[src/rtl/epoch_spi_host.sv]
// SPI mode-0 master that writes or reads the RTC's 64-bit epoch in one framed transfer:
// a command byte followed by eight data bytes, MSB first.
module epoch_spi_host #(
  parameter int unsigned CLK_DIV  = 4,
  parameter int unsigned BYTE_GAP = 8,
  parameter logic [7:0]  WRCMD    = 8'h01,
  parameter logic [7:0]  RDCMD    = 8'h02
) (
  input  logic        clk,
  input  logic        rst,
  input  logic        start,
  input  logic        rw,
  input  logic [63:0] i_time,
  output logic [63:0] o_time,
  output logic        busy,
  output logic        done,
  output logic        sclk,
  output logic        mosi,
  input  logic        miso,
  output logic        ss
);

  localparam int unsigned CNT_MAX   = (CLK_DIV > BYTE_GAP) ? CLK_DIV : BYTE_GAP;
  localparam int unsigned CNT_W     = $clog2(CNT_MAX + 1);
  localparam int unsigned FRAME_W   = 72;
  localparam logic [CNT_W-1:0] DIV_LAST = CNT_W'(CLK_DIV - 1);
  localparam logic [CNT_W-1:0] GAP_LAST = CNT_W'((BYTE_GAP == 0) ? 0 : BYTE_GAP - 1);
  localparam logic [4:0] EDGES_PER_BYTE = 5'd16;
  localparam logic [3:0] LAST_BYTE      = 4'd8;

  typedef enum logic [2:0] {
    IDLE  = 3'd0,
    SETUP = 3'd1,
    SHIFT = 3'd2,
    GAP   = 3'd3,
    HOLD  = 3'd4
  } state_t;

  state_t             r_state, w_state;
  logic [CNT_W-1:0]   r_cnt, w_cnt;
  logic [4:0]         r_edge, w_edge;
  logic [3:0]         r_byte, w_byte;
  logic               r_sclk, w_sclk;
  logic               r_ss, w_ss;
  logic               r_busy, w_busy;
  logic               r_done, w_done;
  logic               r_rw, w_rw;
  logic [FRAME_W-1:0] r_tx, w_tx;
  logic [63:0]        r_rx, w_rx;
  logic [63:0]        r_time, w_time;
  logic               w_tick;
  logic               w_rise;

  assign o_time = r_time;
  assign busy   = r_busy;
  assign done   = r_done;
  assign sclk   = r_sclk;
  assign ss     = r_ss;
  assign mosi   = r_tx[FRAME_W-1];

  // State and datapath registers
  always_ff @(posedge clk) begin
    if (rst) begin
      r_state <= IDLE;
      r_cnt   <= '0;
      r_edge  <= '0;
      r_byte  <= '0;
      r_sclk  <= 1'b0;
      r_ss    <= 1'b1;
      r_busy  <= 1'b0;
      r_done  <= 1'b0;
      r_rw    <= 1'b0;
      r_tx    <= '0;
      r_rx    <= '0;
      r_time  <= '0;
    end else begin
      r_state <= w_state;
      r_cnt   <= w_cnt;
      r_edge  <= w_edge;
      r_byte  <= w_byte;
      r_sclk  <= w_sclk;
      r_ss    <= w_ss;
      r_busy  <= w_busy;
      r_done  <= w_done;
      r_rw    <= w_rw;
      r_tx    <= w_tx;
      r_rx    <= w_rx;
      r_time  <= w_time;
    end
  end

  // Next-state and next-output logic; a rising sclk edge is requested via w_rise
  always_comb begin
    w_state = r_state;
    w_cnt   = r_cnt;
    w_edge  = r_edge;
    w_byte  = r_byte;
    w_sclk  = r_sclk;
    w_ss    = r_ss;
    w_busy  = r_busy;
    w_done  = 1'b0;
    w_rw    = r_rw;
    w_tx    = r_tx;
    w_rx    = r_rx;
    w_time  = r_time;
    w_rise  = 1'b0;
    w_tick  = (r_cnt == DIV_LAST);

    case (r_state)
      IDLE: begin
        // The done cycle is also IDLE; a start there must be dropped
        if (start && !r_done) begin
          w_state = SETUP;
          w_ss    = 1'b0;
          w_busy  = 1'b1;
          w_rw    = rw;
          w_tx    = rw ? {RDCMD, 64'h0} : {WRCMD, i_time};
          w_cnt   = '0;
          w_edge  = '0;
          w_byte  = '0;
        end
      end
      SETUP: begin
        if (w_tick) begin
          w_cnt  = '0;
          w_rise = 1'b1;
        end else begin
          w_cnt = r_cnt + CNT_W'(1);
        end
      end
      SHIFT: begin
        if (w_tick) begin
          w_cnt = '0;
          if (r_edge == EDGES_PER_BYTE) begin
            if (r_byte == LAST_BYTE) begin
              w_state = HOLD;
            end else begin
              w_byte = r_byte + 4'd1;
              if (BYTE_GAP == 0) begin
                w_rise = 1'b1;
              end else begin
                w_state = GAP;
              end
            end
          end else if (r_sclk) begin
            w_sclk = 1'b0;
            w_tx   = {r_tx[FRAME_W-2:0], 1'b0};
            w_edge = r_edge + 5'd1;
          end else begin
            w_rise = 1'b1;
          end
        end else begin
          w_cnt = r_cnt + CNT_W'(1);
        end
      end
      GAP: begin
        if (r_cnt == GAP_LAST) begin
          w_cnt  = '0;
          w_rise = 1'b1;
        end else begin
          w_cnt = r_cnt + CNT_W'(1);
        end
      end
      HOLD: begin
        if (w_tick) begin
          w_state = IDLE;
          w_cnt   = '0;
          w_ss    = 1'b1;
          w_busy  = 1'b0;
          w_done  = 1'b1;
          if (r_rw) begin
            w_time = r_rx;
          end
        end else begin
          w_cnt = r_cnt + CNT_W'(1);
        end
      end
      default: begin
        w_state = IDLE;
      end
    endcase

    // Rising edge: sample miso; the first 8 samples fall off the top of the 64-bit register
    if (w_rise) begin
      w_state = SHIFT;
      w_sclk  = 1'b1;
      w_rx    = {r_rx[62:0], miso};
      w_edge  = ((r_state == SHIFT) && (r_edge != EDGES_PER_BYTE)) ? (r_edge + 5'd1) : 5'd1;
    end
  end

endmodule
[config.mk]
export PLATFORM = sky130hd
export DESIGN_NAME = epoch_spi_host
export DESIGN_NICKNAME = d
export VERILOG_FILES = /design/src/rtl/epoch_spi_host.sv
export SDC_FILE = /design/constraint.sdc
export NUM_CORES = 1
export LEC_CHECK = 0
export BUFFER_PORTS_ARGS = -buffer_cell sky130_fd_sc_hd__buf_2
export CAP_MARGIN = 20
export CORE_MARGIN = 2
export CORE_UTILIZATION = 61
export DETAILED_ROUTE_END_ITERATION = 8
export PLACE_DENSITY_LB_ADDON = 0.1
export SKIP_LAST_GASP = 1
export SYNTH_ARGS = -nofsm -noshare
export SYNTH_HDL_FRONTEND = slang
export SYNTH_SLANG_ARGS = --single-unit
[constraint.sdc]
create_clock -name clk -period 5.5 [get_ports clk]
set_input_delay 0.825 -clock clk [delete_from_list [all_inputs] [get_ports clk]]
set_output_delay 0.825 -clock clk [all_outputs]
set_load 0.01 [all_outputs]
; ---- Word level (Yosys, flattened, before mapping)
; Cells that the tools add are included.
[word_totals]
regBits = 221
out_inout_bits = 69
[op_classes]
addsub = 3
eq_ne = 24
n_mux = 44
bitwise_logic = 2
reduce_logical = 24
[ops]
columns = operator, n
row1 = $mux 72, 4
row2 = $pmux 72 s2, 1
row3 = $mux 66, 1
row4 = $mux 5, 6
row5 = $reduce_and 5->1, 5
row6 = $mux 4, 6
row7 = $ne 3x3->1 const B, 6
row8 = $ne 2x2->1 const B, 8
row9 = $mux 3, 5
row10 = $mux 1, 13
row11 = $pmux 3 s4, 1
row12 = $pmux 4 s3, 1
row13 = $pmux 5 s2, 1
row14 = $reduce_and 3->1, 3
row15 = $add 4x1->4 const B, 2
row16 = $pmux 4 s2, 1
row17 = $reduce_bool 2->1, 4
row18 = $eq 3x2->1 const B, 2
row19 = $reduce_bool 3->1, 2
row20 = $reduce_or 2->1, 3
row21 = $add 5x1->5 const B, 1
row22 = $eq 5x5->1 const B, 1
row23 = $ne 5x5->1 const B, 1
row24 = $eq 4x2->1 const B, 1
row25 = other kinds (14), 18

; ---- Logic depth before layout (Yosys ltp)
; Gate-level depths: netlist (run 1).
[depth]
depth_word = 6
depth_mapped = 8
depth_no_buf = 6

; ---- Worst setup path after synthesis (run 1)
; OpenSTA, ideal clock, no wires.
[synth_timing]
kind = input -> register
start = in start
end = reg r_tx[16]
setup_time_ns = 0.134
arrival_time_ns = 1.855
required_time_ns = 5.366
setup_slack_ns = 3.511
cell_stages = 6
n_path_buf = 2
cell_sequence = nor3b_4 -> a41oi_2 -> nor2_1 -> buf_2 -> buf_2 -> a211oi_1
[synth_via]
elab_chain_len = 3
[synth_lines]
columns = element, line
row1 = start: declaration, 11  ; input logic start,
row2 = $logic_and 1x1->1, 112  ; if (start && !r_done) begin
row3 = $ne 2x2->1 (no line), -
row4 = $reduce_and 5->1 (no line), -
row5 = end signal: assignment, 86  ; r_tx <= w_tx;
row6 = end: declaration, 48  ; logic [FRAME_W-1:0] r_tx, w_tx;
; No other way between the ends.
; A chain may end at the register's enable or synchronous reset.

; ---- Worst setup path after layout (run 1)
[layout_timing]
start = reg r_state[1]
end = reg r_rx[13]
[layout_via]
elab_chain_len = 2
word_cells_on_any_way = 4
[layout_lines]
columns = element, line
row1 = start: declaration, 39  ; state_t r_state, w_state;
row2 = start signal: assignment, 77  ; r_state <= w_state;
row3 = $eq 3x2->1 or $eq 3x1->1 (tied branches), 109  ; case (r_state)
row4 = $pmux 1 s3 (*), 109
row5 = end signal: assignment, 87  ; r_rx <= w_rx;
row6 = end: declaration, 49  ; logic [63:0] r_rx, w_rx;
; Every way passes the cells marked *; elsewhere a longest branch is shown, timed or not.

==> results of run 1 <==
## layout by cell type (no fill, tap or decap), types with 2 or more instances in the layout
cell type / count
nor3b_4: 3
or3_1: 2
xnor2_1: 3
clkbuf_1: 4
o21a_1: 3
a211oi_1: 68
o211ai_1: 2
nand4_1: 8
clkbuf_8: 7
dfxtp_1: 221
nor2_4: 2
inv_1: 7
clkbuf_16: 23
nand2_1: 204
a21oi_1: 209
o21ai_0: 14
o221a_2: 3
nor3b_1: 66
mux2i_1: 67
ha_1: 5
a31oi_1: 3
clkinv_2: 3
nor2_1: 13
buf_4: 9
buf_2: 136
nand3_1: 9
buf_12: 3
o31ai_1: 2
a21o_1: 2
a32oi_1: 2
a21boi_1: 2
nand2b_1: 3
## cells in the mapped netlist (3+ instances only)
cell type  number  area [sq um]
buf_4           3         22.52
nand2_1       204         765.7
nor3b_1        66         495.5
a21oi_1       209          1046
o221a_2         3         33.78
ha_1            5         62.56
a31oi_1         3         18.77
buf_6           7         78.83
o21a_1          3         22.52
buf_1           8         30.03
buf_2          22         110.1
inv_1           8         30.03
nand2b_1        3         18.77
xnor2_1         3         26.28
clkbuf_1       57         214.0
a211oi_1       68         510.5
nand4_1         8         50.05
nand3_1         9         45.04
mux2i_1        67         670.6
o21ai_0        14         70.07
dfxtp_1       221          4424
nor2_1         15         56.30
## critical path, delay by kind of cell, from the launching register on
kind	cells	cell delay (ns)
and+or+nand+nor	2	0.65
AOI/OAI and AO/OA	1	0.93
muxes	1	0.25
buffers and inverters	2	0.87
DFF	1	0.81
## cells by family (layout without fill, tap and decap cells)
kind of cell	count (synthesis)	count (layout)	synth area share (%)
adders and majority gates	5	5	0.6841
buffers and inverters	105	195	5.309
DFF	221	221	48.38
xor gates and xnor gates	4	4	0.3832
muxes	67	67	7.333
and+or+nand+nor	323	323	17.53
AOI/OAI and AO/OA	317	317	20.39
## through the flow
step | utilization, % | worst slack (ns) | std cells | instance area (sq um)
global route | 71.99 | 1.582 | 1316 | 10500
detailed placement | 66.78 | 1.908 | 1276 | 9743
finish | 71.99 | 1.855 | 1316 | 10500
global placement | 66.65 | 1.979 | 1275 | 9723
floorplan | - | 3.511 | 1042 | 9145
CTS | 71.85 | 1.856 | 1315 | 10480
## flip-flops by register name (all words and copies together), names as in the netlist
register,count
done,1
ss,1
busy,1
r_edge,5
r_byte,4
r_cnt,4
r_rx,64
o_time,64
r_state,3
r_rw,1
r_tx,72
sclk,1
## power groups by stage
stage | Sequential [mW] | Clock (mW) | Combinational, mW
floorplan | 1.70 | 0 | 0.161
global placement | 1.70 | 0 | 0.206
detailed placement | 1.70 | 0 | 0.208
CTS | 1.67 | 1.52 | 0.210
global route | 1.67 | 1.59 | 0.238
finish | 1.67 | 1.50 | 0.211
## layer usage
metal,up-vias,wire length (microns)
met5,-,0
met4,0,191
met3,19,1070
met2,177,8985
met1,3504,8863
li1,3824,-
## layout make-up
class | count | area share [%]
inverter | 8 | 0.2859
multi-input combinational | 716 | 40.66
tap | 184 | 2.192
clock inverter | 5 | 0.5004
sequential | 221 | 42.13
timing repair buffer | 148 | 7.696
clock buffer | 34 | 6.540
## final timing paths
check | startpoint | cells past startpoint | endpoint | slack (ns)
worst max-delay path | r_state[1] | 6 | r_rx[13] | 1.85
worst min-delay path | o_time[62] | 2 | o_time[62] | 0.45
worst max register to register | r_state[1] | 6 | r_rx[13] | 1.85
worst min register to register | o_time[62] | 2 | o_time[62] | 0.45
==> run_results.csv, run 1 <==
group,metric,value,unit
floorplan,initial_core_util,62.68,%
yosys,syn_area,0.009145,sq mm
final_layout,num_antenna_cells,0,
cts,ctsRootBufferMaster,"clkbuf_16",
setup_path,cpPeakStageDelay,0.93,ns
sta,hold_violations,0,
cts,clk_pin_slew,0.06,ns
sta,post-route-period-util,66.28,%
global_route,grt.busiest_layer,"met2",
yosys,ys_seq_area_share,48.38,%
placed_design,place_congestion,0.8120,
global_route,use_met3,4.260,%
route,vias_per_cell,5.717,
setup_path,cp-start-kind,"flip-flop",
yosys,ys_ff_latch,221,
sta,clock_skew,0.01541,ns
yosys,yosysUniqueCellTypes,51,
pwr,p_leak,3.779,nW
final_layout,final_nets,1191,
global_route,grtUsageMet1,31.99,%
setup_path,end_kind,"flip-flop",
yosys,synthFlopType,"dfxtp_1",
route,antenna_left,0,
yosys,postSynthCellCount,1042,
route,wirelength,19.11,mm
sta,fmax,274.3,MHz
sta,tightest_slew,1.084,ns
sta,finalSetupViolations,0,
yosys,synth_nets,1116,
pwr,power_frac_seq,49.4,%
setup_path,crit_slowest_cell,"o21ai_4",
pwr,p_int,2.636,mW
sta,rsz0062_at_grt,"false",
yosys,async_reset_ff_share,0,%
floorplan,core-area,0.01459,sq mm
floorplan,rows,44,
pwr,power_density,321.6,mW/mm^2
run,drv_cap,0,
route,drc,0,
yosys,synth_edf_count,0,
setup_path,cp_data_required_time,5.90,ns
sta,hold_ws,0.4482,ns
pwr,switching_power,0.7424,mW
setup_path,arrival,4.05,ns
pwr,swShare,21.98,%
sta,timing.final.max_slew_violations,0,
final_layout,multi_input_area,0.004270,sq mm
cts,cts_tree,"done",
yosys,syn_area_per_cell,8.776,sq um
route,num_vias,7524,
sta,fin_crit,3.645,ns
global_route,grt_max_degree,93,
placed_design,dp_hpwl,11.04,mm
setup_path,path_class,"reg2reg",
sta,setup_tns,0,ns
cts,cts_max_path_buffers,3,
cts,post_cts_buffers,0,
route,wire_per_inst,14.52,microns
route,firstDrtPassIters,5,
cts,cts_resized,0,
global_route,grt_use_total,23.51,%
global_route,use_met2,39.29,%
cts,clk_latency,0.49,ns
global_route,grt_overflow_total,0,
pwr,vdd_ir_drop_max,0.0001992,V
global_route,grt_pass1_vias,7097,
final_layout,area_delta_synth_final,14.85,%
pwr,p_total,3.378,mW
final_layout,fillCellCount,1141,
cts,htree_levels,1,
min_path,hold_class,"reg2reg",
placed_design,portBuffers,137,
cts,numCtsBuffers,22,
floorplan,die-area,0.01599,sq mm
sta,relSlewSlack,27.47,%
route,initialDrtViolationCount,519,
global_route,antenna_found_initial,0,
floorplan,die_w,126.4,microns
yosys,yosysWarnings,0,
setup_path,worstPathMaxFanout,64,
floorplan,io_pins,138,
pwr,p_clk_share,44.3,%
cts,cts.sinks,221,
final_layout,layout-drive-gt1-share,17.49,%
floorplan,die_h,126.4,microns
status,outcome,"finished clean",
setup_path,worstPathCellList,"nor3b_4 -> buf_4 -> nand3_1 -> o21ai_4 -> buf_12 -> mux2i_1",
pwr,pwr-share-comb,6.2,%
cts,cts_hold_buf,0,
global_route,grt_pass1_wl,32.78,mm
final_layout,seqCellArea,0.004424,sq mm
Note: power is estimated with default switching activity, not from simulation.
==> run 2, diff against run 1 <==
--- a/config.mk
+++ b/config.mk
@@ -5,10 +5,11 @@
 export SDC_FILE = /design/constraint.sdc
 export NUM_CORES = 1
 export LEC_CHECK = 0
+export ABC_AREA = 1
 export BUFFER_PORTS_ARGS = -buffer_cell sky130_fd_sc_hd__buf_2
 export CAP_MARGIN = 20
 export CORE_MARGIN = 2
-export CORE_UTILIZATION = 61
+export CORE_UTILIZATION = 57
 export DETAILED_ROUTE_END_ITERATION = 8
 export PLACE_DENSITY_LB_ADDON = 0.1
 export SKIP_LAST_GASP = 1
==> constraint.sdc (replaced) <==
create_clock -name clk -period 3.49 [get_ports clk]
set_input_delay 0.5235 -clock clk [delete_from_list [all_inputs] [get_ports clk]]
set_output_delay 0.5235 -clock clk [all_outputs]
set_load 0.01 [all_outputs]
==> run_results.csv, run 2 <==
group,metric,value,unit
status,outcome,"finished clean",
route,num_vias,8178,
final_layout,area_delta_synth_final,15.36,%
sta,hold_violations,0,
final_layout,fin_cells,1582,
route,drc,0,
yosys,postSynthCellCount,1272,
final_layout,layout_common_cells,"nand2_1, nor2_1, dfxtp_1, buf_2, o21ai_0",
yosys,yosysWarnings,0,
yosys,synthMuxAreaShare,0,%
placed_design,place_congestion,0.7868,
route,antenna_left,0,
cts,ctsRootBufferMaster,"clkbuf_16",
floorplan,core-area,0.01531,sq mm
yosys,synth_top_family_by_area,"simple AND/OR/NAND/NOR gates",
yosys,synth-compound-area-share,12.56,%
yosys,yosysUniqueCellTypes,27,
yosys,yosysTopAreaCellShare,49.11,%
sta,setup_tns,0,ns
cts,numCtsBuffers,22,
global_route,grt_use_total,23.06,%
setup_path,end_kind,"flip-flop",
min_path,hold_class,"in2reg",
global_route,grtUsageMet1,31.16,%
setup_path,arrival,2.78,ns
yosys,synthMostInstantiatedCell,"nand2_1",
yosys,syn_area,0.009009,sq mm
route,wirelength,19.53,mm
placed_design,pre_cts_ws,1.159,ns
final_layout,largest_reg_flops,72,
cts,cts_hold_buf,0,
global_route,antenna_found_initial,0,
cts,cts.sinks,221,
setup_path,path_class,"reg2reg",
setup_path,cp-start-kind,"flip-flop",
yosys,synthFlopType,"dfxtp_1",
cts,cts_tree,"done",
placed_design,dp.cells,1546,
sta,fin_crit,2.360,ns
sta,fmax,423.7,MHz
yosys,synth_edf_count,0,
setup_path,worstPathMaxFanout,48,
cts,cts_resized,0,
sta,post-route-period-util,67.62,%
setup_path,cp_data_required_time,3.91,ns
cts,clk_pin_slew,0.06,ns
global_route,grt_pass1_wl,32.91,mm
yosys,synthSimpleGateAreaFrac,30.99,%
global_route,grt.busiest_layer,"met2",
cts,clk_latency,0.49,ns
final_layout,final_common_cell,"nand2_1",
run,drv_cap,0,
pwr,vdd_ir_drop_max,0.0004573,V
pwr,power_density,518.3,mW/mm^2
sta,timing.final.max_slew_violations,0,
floorplan,io_pins,138,
floorplan,initial_core_util,58.82,%
sta,clock_skew,0.008504,ns
global_route,grt_overflow_total,0,
route,vias_per_cell,5.169,
final_layout,final_nets,1433,
global_route,grt_pass1_vias,7374,
route,firstDrtPassIters,5,
yosys,async_reset_ff_share,0,%
yosys,ys_ff_latch,221,
global_route,use_met2,39.21,%
yosys,synth_common_cells,"nand2_1, nor2_1, dfxtp_1",
floorplan,die-area,0.01683,sq mm
sta,rsz0062_at_grt,"false",
pwr,p_total,5.387,mW
route,wire_per_inst,12.34,microns
yosys,synth_nets,1346,
pwr,p_leak,4.838,nW
yosys,syn_area_per_cell,7.082,sq um
cts,cts_max_path_buffers,3,
final_layout,top_register,"r_tx",
final_layout,num_antenna_cells,0,
sta,tightest_slew,0.8576,ns
yosys,synth_area_leaders,"dfxtp_1, nand2_1, nor2_1",
yosys,synth_fa_ha_area_share,0.6944,%
cts,htree_levels,1,
floorplan,die_h,129.7,microns
global_route,use_met3,3.690,%
sta,finalSetupViolations,0,
sta,setup_ws,1.130,ns
placed_design,dp_hpwl,11.72,mm
final_layout,layout-drive-gt1-share,14.22,%
floorplan,die_w,129.7,microns
floorplan,rows,45,
yosys,synth-xor-area-share,0.6806,%
placed_design,portBuffers,137,
yosys,synth_top_cell_by_area,"dfxtp_1",
route,initialDrtViolationCount,473,
global_route,grt_max_degree,82,
sta,relSlewSlack,42.83,%
cts,post_cts_buffers,0,
yosys,ys_seq_area_share,49.11,%
[run 2: kinds of logic (layout without fill, tap and decap cells)]
group           after synthesis  in the layout
flops                       221            221
xor+xnor                      7              7
buf+inv                     117            216
simple gates                697            697
compound gates              225            225
fa+ha+maj                     5              5
[run 2: through the flow]
stage	cell area (sq um)	hold WS (ns)	util [%]
CTS	10390	0.2673	67.86
global placement	9683	0.4466	63.23
floorplan	9009	0.4401	-
global route	10390	0.2840	67.86
finish	10390	0.2787	67.86
detailed placement	9683	0.4519	63.23
[run 2: power breakdown]
group,switching (mW),internal (mW)
sequential,0.0403,2.59
combinational,0.280,0.143
clock,0.926,1.41
[run 2: routing by layer]
layer / part of all wire (%) / vias to the layer above
li1: - / 4250
met5: 0 / -
met4: 1.3 / 0
met2: 45 / 200
met1: 48 / 3702
met3: 5.6 / 26
[run 2: worst max-delay path, stage by stage (launching register included)]
cell,delay [ns]
dfxtp_1,0.43
nand2_1,0.12
nor2_4,0.44
nand2_1,0.17
inv_2,0.12
nor2_4,0.04
nand2_4,0.39
buf_4,0.33
nand2_1,0.07
a21oi_1,0.14
[run 2: path summary, 6_finish.rpt]
check | endpoint | cells after the start | startpoint | slack (ns)
worst max-delay path | r_tx[66] | 9 | r_state[1] | 1.13
worst min-delay path | r_rx[0] | 3 | miso | 0.28
worst max register to register | r_tx[66] | 9 | r_state[1] | 1.13
worst min register to register | r_tx[6] | 2 | r_tx[6] | 0.46
[run 2: area by class of cell]
class,instances,area (sq um)
clock buffer,32,639.4
clock inverter,4,70.07
fill,1394,4922
inverter,28,105.1
multi-input combinational,934,4054
sequential,221,4424
tap,211,264.0
timing repair buffer,152,835.8
